--- config.mk ---
export PLATFORM = sky130hd
export DESIGN_NAME = sequence_counter_flat
export DESIGN_NICKNAME = d
export VERILOG_FILES = /design/src/rtl/sequence_counter_if.sv /design/src/rtl/sequence_counter.sv /design/src/flat_wrapper.sv
export SDC_FILE = /design/constraint.sdc
export NUM_CORES = 1
export LEC_CHECK = 0
export ABC_CLOCK_PERIOD_IN_PS = 4700
export CAP_MARGIN = 10
export CORE_AREA = 8 8 52 54
export CTS_BUF_LIST = sky130_fd_sc_hd__clkbuf_8
export CTS_CLUSTER_SIZE = 8
export DETAILED_ROUTE_END_ITERATION = 16
export DIE_AREA = 0 0 60 62
export PLACE_DENSITY = 0.83
export SLEW_MARGIN = 0
export SYNTH_ARGS = -nofsm -noshare
export SYNTH_HDL_FRONTEND = slang
export SYNTH_SLANG_ARGS = --single-unit
--- constraint.sdc ---
create_clock -name clk -period 4.7 [get_ports clk]
set_clock_uncertainty 0.15 [all_clocks]
set_input_delay 0.705 -clock clk [delete_from_list [all_inputs] [get_ports clk]]
set_output_delay 0.705 -clock clk [all_outputs]
set_load 0.03 [all_outputs]
--- src/rtl/sequence_counter_if.sv ---
// rtl/sequence_counter_if.sv - control, feedback and status bundle for the time-code sequencer
interface sequence_counter_if;
  logic       start;
  logic       halt;
  logic       clr;
  logic       err_clr;
  logic [7:0] t_fb;
  logic [2:0] t_code;
  logic       running;
  logic [2:0] enc_code;
  logic       enc_valid;
  logic       fb_err;
  logic [7:0] instr_cnt;

  modport master (
    output start, halt, clr, err_clr, t_fb,
    input  t_code, running, enc_code, enc_valid, fb_err, instr_cnt
  );

  modport slave (
    input  start, halt, clr, err_clr, t_fb,
    output t_code, running, enc_code, enc_valid, fb_err, instr_cnt
  );
endinterface

--- src/rtl/sequence_counter.sv ---
// rtl/sequence_counter.sv - instruction time-code sequencer with decoder feedback check
module sequence_counter #(
  parameter int LAST_T = 7
) (
  input  logic              clk,
  input  logic              rst,
  sequence_counter_if.slave bus
);

  localparam logic [2:0] LP_LAST_T = 3'(LAST_T);

  typedef enum logic [1:0] {
    S_IDLE = 2'd0,
    S_RUN  = 2'd1,
    S_STOP = 2'd2
  } state_t;

  state_t     r_state;
  logic [2:0] r_t_code;
  logic       r_running;
  logic       r_fb_err;
  logic [7:0] r_instr_cnt;

  logic [2:0] w_enc_code;
  logic       w_enc_valid;
  logic       w_fb_mismatch;
  logic       w_go;

  // Ascending scan so the highest set line overwrites lower ones.
  always_comb begin
    w_enc_code = 3'd0;
    for (int i = 0; i < 8; i++) begin
      if (bus.t_fb[i]) w_enc_code = 3'(i);
    end
  end

  assign w_enc_valid   = (bus.t_fb != 8'd0) && ((bus.t_fb & (bus.t_fb - 8'd1)) == 8'd0);
  assign w_fb_mismatch = !w_enc_valid || (w_enc_code != r_t_code);
  assign w_go          = bus.start && !bus.halt;

  always_ff @(posedge clk or posedge rst) begin
    if (rst) begin
      r_state     <= S_IDLE;
      r_t_code    <= 3'd0;
      r_running   <= 1'b0;
      r_fb_err    <= 1'b0;
      r_instr_cnt <= 8'd0;
    end else begin
      case (r_state)
        S_IDLE: if (w_go) begin
          r_state   <= S_RUN;
          r_running <= 1'b1;
        end
        S_RUN: if (bus.halt) begin
          r_state   <= S_STOP;
          r_running <= 1'b0;
        end
        S_STOP: if (w_go) begin
          r_state   <= S_RUN;
          r_running <= 1'b1;
        end
        default: begin
          r_state   <= S_IDLE;
          r_running <= 1'b0;
        end
      endcase

      // Halt freezes the code on the same edge the state leaves RUN.
      if (bus.clr)
        r_t_code <= 3'd0;
      else if (r_state == S_RUN && !bus.halt)
        r_t_code <= (r_t_code == LP_LAST_T) ? 3'd0 : r_t_code + 3'd1;

      if (bus.clr && r_state == S_RUN)
        r_instr_cnt <= r_instr_cnt + 8'd1;

      if (r_state != S_IDLE && w_fb_mismatch)
        r_fb_err <= 1'b1;
      else if (bus.err_clr)
        r_fb_err <= 1'b0;
    end
  end

  assign bus.t_code    = r_t_code;
  assign bus.running   = r_running;
  assign bus.enc_code  = w_enc_code;
  assign bus.enc_valid = w_enc_valid;
  assign bus.fb_err    = r_fb_err;
  assign bus.instr_cnt = r_instr_cnt;

endmodule

--- src/flat_wrapper.sv ---
// flat-port wrapper written by rule: the top's interface ports become plain ports
module sequence_counter_flat 
#(
  parameter int LAST_T = 7
)
  (clk, rst, bus_start, bus_halt, bus_clr, bus_err_clr, bus_t_fb, bus_t_code, bus_running, bus_enc_code, bus_enc_valid, bus_fb_err, bus_instr_cnt);
  sequence_counter_if bus_i ();
  input  logic clk;
  input  logic rst;
  input wire logic [$bits(bus_i.start)-1:0] bus_start;
  input wire logic [$bits(bus_i.halt)-1:0] bus_halt;
  input wire logic [$bits(bus_i.clr)-1:0] bus_clr;
  input wire logic [$bits(bus_i.err_clr)-1:0] bus_err_clr;
  input wire logic [$bits(bus_i.t_fb)-1:0] bus_t_fb;
  output wire logic [$bits(bus_i.t_code)-1:0] bus_t_code;
  output wire logic [$bits(bus_i.running)-1:0] bus_running;
  output wire logic [$bits(bus_i.enc_code)-1:0] bus_enc_code;
  output wire logic [$bits(bus_i.enc_valid)-1:0] bus_enc_valid;
  output wire logic [$bits(bus_i.fb_err)-1:0] bus_fb_err;
  output wire logic [$bits(bus_i.instr_cnt)-1:0] bus_instr_cnt;
  assign bus_i.start = bus_start;
  assign bus_i.halt = bus_halt;
  assign bus_i.clr = bus_clr;
  assign bus_i.err_clr = bus_err_clr;
  assign bus_i.t_fb = bus_t_fb;
  assign bus_t_code = bus_i.t_code;
  assign bus_running = bus_i.running;
  assign bus_enc_code = bus_i.enc_code;
  assign bus_enc_valid = bus_i.enc_valid;
  assign bus_fb_err = bus_i.fb_err;
  assign bus_instr_cnt = bus_i.instr_cnt;
  sequence_counter #(.LAST_T(LAST_T)) u_core (.clk(clk), .rst(rst), .bus(bus_i));
endmodule
# Word level (Yosys, flattened, before mapping)

Index checks and enable logic that the tools add are counted.

Multiplexer cells: 18
Equal/unequal tests: 6
Bitwise operators: 1
Add/sub/neg operators: 3
Reduce and logical (&&, ||, !) cells: 16

Operators by type and width:

| kind                  | count |
|---|---|
| $mux W3               | 7 |
| $add A8 B1 Y8 const B | 1 |
| $and A8 B8 Y8         | 1 |
| $logic_not A8 Y1      | 1 |
| $mux W2               | 4 |
| $reduce_bool A8 Y1    | 1 |
| $sub A8 B1 Y8 const B | 1 |
| $reduce_bool A2 Y1    | 3 |
| $logic_and A1 B1 Y1   | 5 |
| $mux W1               | 5 |
| $pmux W2 S2           | 1 |
| $add A3 B1 Y3 const B | 1 |
| $eq A3 B3 Y1 const B  | 1 |
| $ne A3 B3 Y1          | 1 |
| $eq A2 B1 Y1 const B  | 1 |
| $eq A2 B2 Y1 const B  | 1 |
| $logic_not A1 Y1      | 2 |
| $logic_not A2 Y1      | 1 |
| $ne A2 B1 Y1 const B  | 1 |
| $ne A2 B2 Y1 const B  | 1 |
| $pmux W1 S2           | 1 |
| $reduce_and A2 Y1     | 1 |
| $reduce_or A2 Y1      | 1 |
| $logic_or A1 B1 Y1    | 1 |

Word-level logic and storage cells: 49
Output and inout port bits: 17
Flip-flop bits (word level): 15
Input bits: 14

# Depth between registers and ports, before layout

Word-level depth: 11
Mapped depth: 6
Mapped depth without buffers: 5

# Least setup slack after synthesis

No wires, ideal clock.

Kind: input-to-output
Start: in bus_t_fb[7]
End: out bus_enc_valid
Stages on the path: 4
Required time: 3.845 ns
Buffers on the path: 1
Data arrival time: 1.975 ns
Path slack: 1.870 ns
Cell sequence: buf_6 -> or4_4 -> o41ai_2 -> o21a_2

Longest elaborated chain between the ends: 4
Elaborated cells on any way between the ends: 5
Classes of those cells: add/sub (1); bitwise (1); reduce/logical (3)

Ends and longest elaborated chain:

| item                  | RTL line               | text |
|---|---|---|
| start, declared       | flat_wrapper.sv:14     | `input wire logic [$bits(bus_i.t_fb)-1:0] bus_t_fb;` |
| $sub A8 B1 Y8         | sequence_counter.sv:37 | `assign w_enc_valid = (bus.t_fb != 8'd0) && ((bus.t_fb & (bus.t_fb - 8'd1)) == 8'd0);` |
| $and A8 B8 Y8         | sequence_counter.sv:37 |  |
| $logic_not A8 Y1      | sequence_counter.sv:37 |  |
| $logic_and A1 B1 Y1 * | sequence_counter.sv:37 |  |
| end, declared         | flat_wrapper.sv:18     | `output wire logic [$bits(bus_i.enc_valid)-1:0] bus_enc_valid;` |

Mark *: on every way between the ends. The rest lies on a longest branch, timed or not.

# Final worst setup path

Ends and elaborated chain as after synthesis.

==> flow_metrics.env <==
export IMPL_power_frac_seq=0.406
export IMPL_die_w_um=60
export IMPL_hold_violations=0
export IMPL_internal_power_mw=0.2861
export IMPL_grt_pass1_vias=794
export IMPL_min_to="u_core.bus.instr_cnt[7]"
export IMPL_ys_ff_latch=15
export IMPL_syn_instance_count=95
export IMPL_reg2reg_setup_slack_ns=3.08
export IMPL_cts_max_path_buffers=2
export IMPL_clk_pin_slew_worst_paths_ns=0.06
export IMPL_clk_latency_ns=0.24
export IMPL_critPathRequiredTime_ns=3.85
export IMPL_cts_setup_buffers=0
export IMPL_clkPwrFrac=0.229
export IMPL_maxSlewViolCount=0
export IMPL_synth_edf_count=0
export IMPL_cpMaxStageDelayCell="clkdlybuf4s50_1"
export IMPL_fin_tns_setup_ns=0
export IMPL_synth_compound_area_share=0.1961
export IMPL_run_status="completed"
export IMPL_end_kind="primary output"
export IMPL_grt_max_degree=16
export IMPL_reg2reg_to="u_core.bus.instr_cnt[7]"
export IMPL_min_path_cells=1
export IMPL_post_route_period_util=0.8188
export IMPL_synth_avg_cell_area_um2=9.470
export IMPL_timing_rr_start="u_core.r_state[1]"
export IMPL_maxCapViolations=0
export IMPL_hpwl_mm=1.725
export IMPL_cts_made_buffers=3
export IMPL_holdCritStartpoint="u_core.bus.instr_cnt[7]"
export IMPL_area_growth_synth_to_final_pct=40.61
export IMPL_critPathKind="in -> out"
export IMPL_drc=0
export IMPL_cpPeakStageDelay_ns=0.67
export IMPL_totalWireLength_mm=2.239
export IMPL_power_share_switching=0.3565
export IMPL_ys_seq_area_frac=0.4172
export IMPL_cts_sinks=15
export IMPL_drt_iter0_markers=21
export IMPL_min_delay_path_class="reg -> reg"
export IMPL_cts_root_buf="clkbuf_8"
export IMPL_power_switching_mw=0.1586
export IMPL_post_drt_wl_per_cell_um=14.54
export IMPL_synthArstFlopShare=1.000
export IMPL_gr_total_overflow=0
export IMPL_cts_resized=0
export IMPL_setup_viol=0
export IMPL_max_slew_margin=0.6343
export IMPL_synthMuxAreaShare=0.01252
export IMPL_ant_nets=0
export IMPL_cts_hold_fix_buffers=0
export IMPL_ios=31
export IMPL_p_comb_frac=0.365
export IMPL_ys_warn_count=0
export IMPL_total_leakage_power_nw=0.5544
export IMPL_avgViaCountPerCell=5.409
export IMPL_cts_tree="yes"
export IMPL_ir_worst_vdd_mv=0.2929
export IMPL_p_per_area_nw_per_um2=351.6
export IMPL_netlist_area_um2=899.6
export IMPL_crit_arrival_ns=2.99
export IMPL_gp_congestion=0.7642
export IMPL_utilization=0.6651
export IMPL_core_area_um2=1902
export IMPL_track_usage=0.1228
export IMPL_io_buffers=30
export IMPL_placementRows=16
export IMPL_worst_pin_slew_ns=0.5479
export IMPL_rr_worst_depth=5
export IMPL_die_h_um=62
export IMPL_synth_ff_type="dfrtp_1"
export IMPL_synthTopCellsByArea="dfrtp_1, xnor2_1, nor2_1"
export IMPL_cts_htree_levels=1
export IMPL_antenna_found_initial=0
export IMPL_synth_top_area_cell="dfrtp_1"
export IMPL_finalCriticalPeriod_ns=3.848
export IMPL_rsz0062_at_grt="false"
export IMPL_synthAdderAreaFrac=0.05285
export IMPL_synth_xor_area_frac=0.09736
export IMPL_fmax_ghz=0.2598
export IMPL_cp_common_cell="clkdlybuf4s50_1"
export IMPL_drt_pre_antenna_iters=4
export IMPL_die_area_um2=3720
export IMPL_grt_pass1_wl_mm=3.463
export IMPL_start_kind="input pin"
export IMPL_initial_core_util=0.4730
export IMPL_p_total_mw=0.4447
export IMPL_antennaDiodeCount=0
export IMPL_ys_types=34
export IMPL_yosys_area_share_simple=0.1864
export IMPL_yosysTopAreaCellShare=0.4172
export IMPL_yosysMostFrequentCell="dfrtp_1"
export IMPL_yosys_top_cells_count="dfrtp_1, nor2_1, a21oi_1, o21ai_0, xnor2_1"
export IMPL_drive_gt1_frac=0.07087
export IMPL_crit_fanout=9
export IMPL_num_vias=833
export IMPL_syn_num_nets=112
export IMPL_fin_nets=145
export IMPL_synth_top_family_by_area="compound AO/OA/AOI/OAI gates"
export IMPL_path_cells="clkdlybuf4s50_1 > or4_4 > o41ai_2 > o21a_2 > clkdlybuf4s50_1"
-- layout make-up --
| type | count | area (um^2) |
|---|---|---|
| clock inverters | 1 | 5.005 |
| fillers | 164 | 636.9 |
| flip-flops and latches | 15 | 375.4 |
| inverters | 5 | 18.77 |
| repair buffers | 30 | 300.3 |
| clock buffers | 3 | 41.29 |
| well taps | 27 | 33.78 |
| multi-input cells | 73 | 490.5 |
-- how the worst max path moves through the flow --
| stage | slack (ns) | from | to |
|---|---|---|---|
| after floorplan | 1.87 | bus_t_fb[7] | bus_enc_valid |
| after global placement | 0.89 | bus_t_fb[7] | bus_enc_valid |
| after detailed placement | 0.85 | bus_t_fb[7] | bus_enc_valid |
| after CTS | 0.85 | bus_t_fb[7] | bus_enc_valid |
| after global routing | 0.74 | bus_t_fb[7] | bus_enc_valid |
| final | 0.85 | bus_t_fb[7] | bus_enc_valid |
-- registers in the layout, summed over array words and instances, names as in the netlist --
signal                flops
u_core.bus.instr_cnt      8
u_core.bus.t_code         3
u_core.bus.running        1
u_core.bus.fb_err         1
u_core.r_state            2
-- through the flow --
stage | instance area [um^2] | setup slack [ns] | hold slack [ns] | instances
floorplan | 899.6 | 1.870 | 0.3835 | 95
global placement | 1219 | 0.8881 | 0.3101 | 150
detailed placement | 1219 | 0.8540 | 0.3266 | 150
CTS | 1265 | 0.8485 | 0.3347 | 154
global route | 1265 | 0.7401 | 0.3519 | 154
finish | 1265 | 0.8516 | 0.3380 | 154
-- layout by cell type, fill, tap and decap left out, drive strengths merged, types with 2 or more instances in the layout --
master / instances
dfrtp: 15
nand3: 3
nor2: 12
ha: 3
clkdlybuf4s50: 30
inv: 5
o31ai: 2
nand2: 5
o22ai: 2
clkbuf: 3
o21ai: 6
nor2b: 2
a21oi: 6
o21a: 2
xnor2: 6
xor2: 4
nand2b: 4
-- cells by family (layout without fill, tap and decap cells) --
family | Yosys count | count (layout)
AND/OR/NAND/NOR | 33 | 33
flip-flops | 15 | 15
adder cells (fa/ha/maj) | 4 | 4
AO/OA/AOI/OAI | 25 | 25
XOR/XNOR | 10 | 10
multiplexers | 1 | 1
buffers and inverters | 7 | 39
-- critical path, delay by kind of cell --
family	cells	cell delay [ns]
AO/OA/AOI/OAI	2	0.47
buffers and inverters	2	1.21
AND/OR/NAND/NOR	1	0.61
-- per-layer routing --
layer / vias up / part of all wire / GRT usage
met5: - / 0 / 0
met4: 0 / 0.013 / 0.06122
met3: 4 / 0.065 / 0.03909
met2: 28 / 0.46 / 0.2000
met1: 398 / 0.46 / 0.1427
li1: 403 / - / -
-- power by group through the flow --
stage / logic (mW) / registers [mW] / clock network [mW]
floorplan: 0.0529 / 0.219 / 0
global placement: 0.161 / 0.180 / 0
detailed placement: 0.164 / 0.181 / 0
CTS: 0.165 / 0.180 / 0.104
global route: 0.174 / 0.183 / 0.111
finish: 0.162 / 0.180 / 0.102
Power figures use the tool's default switching activity.
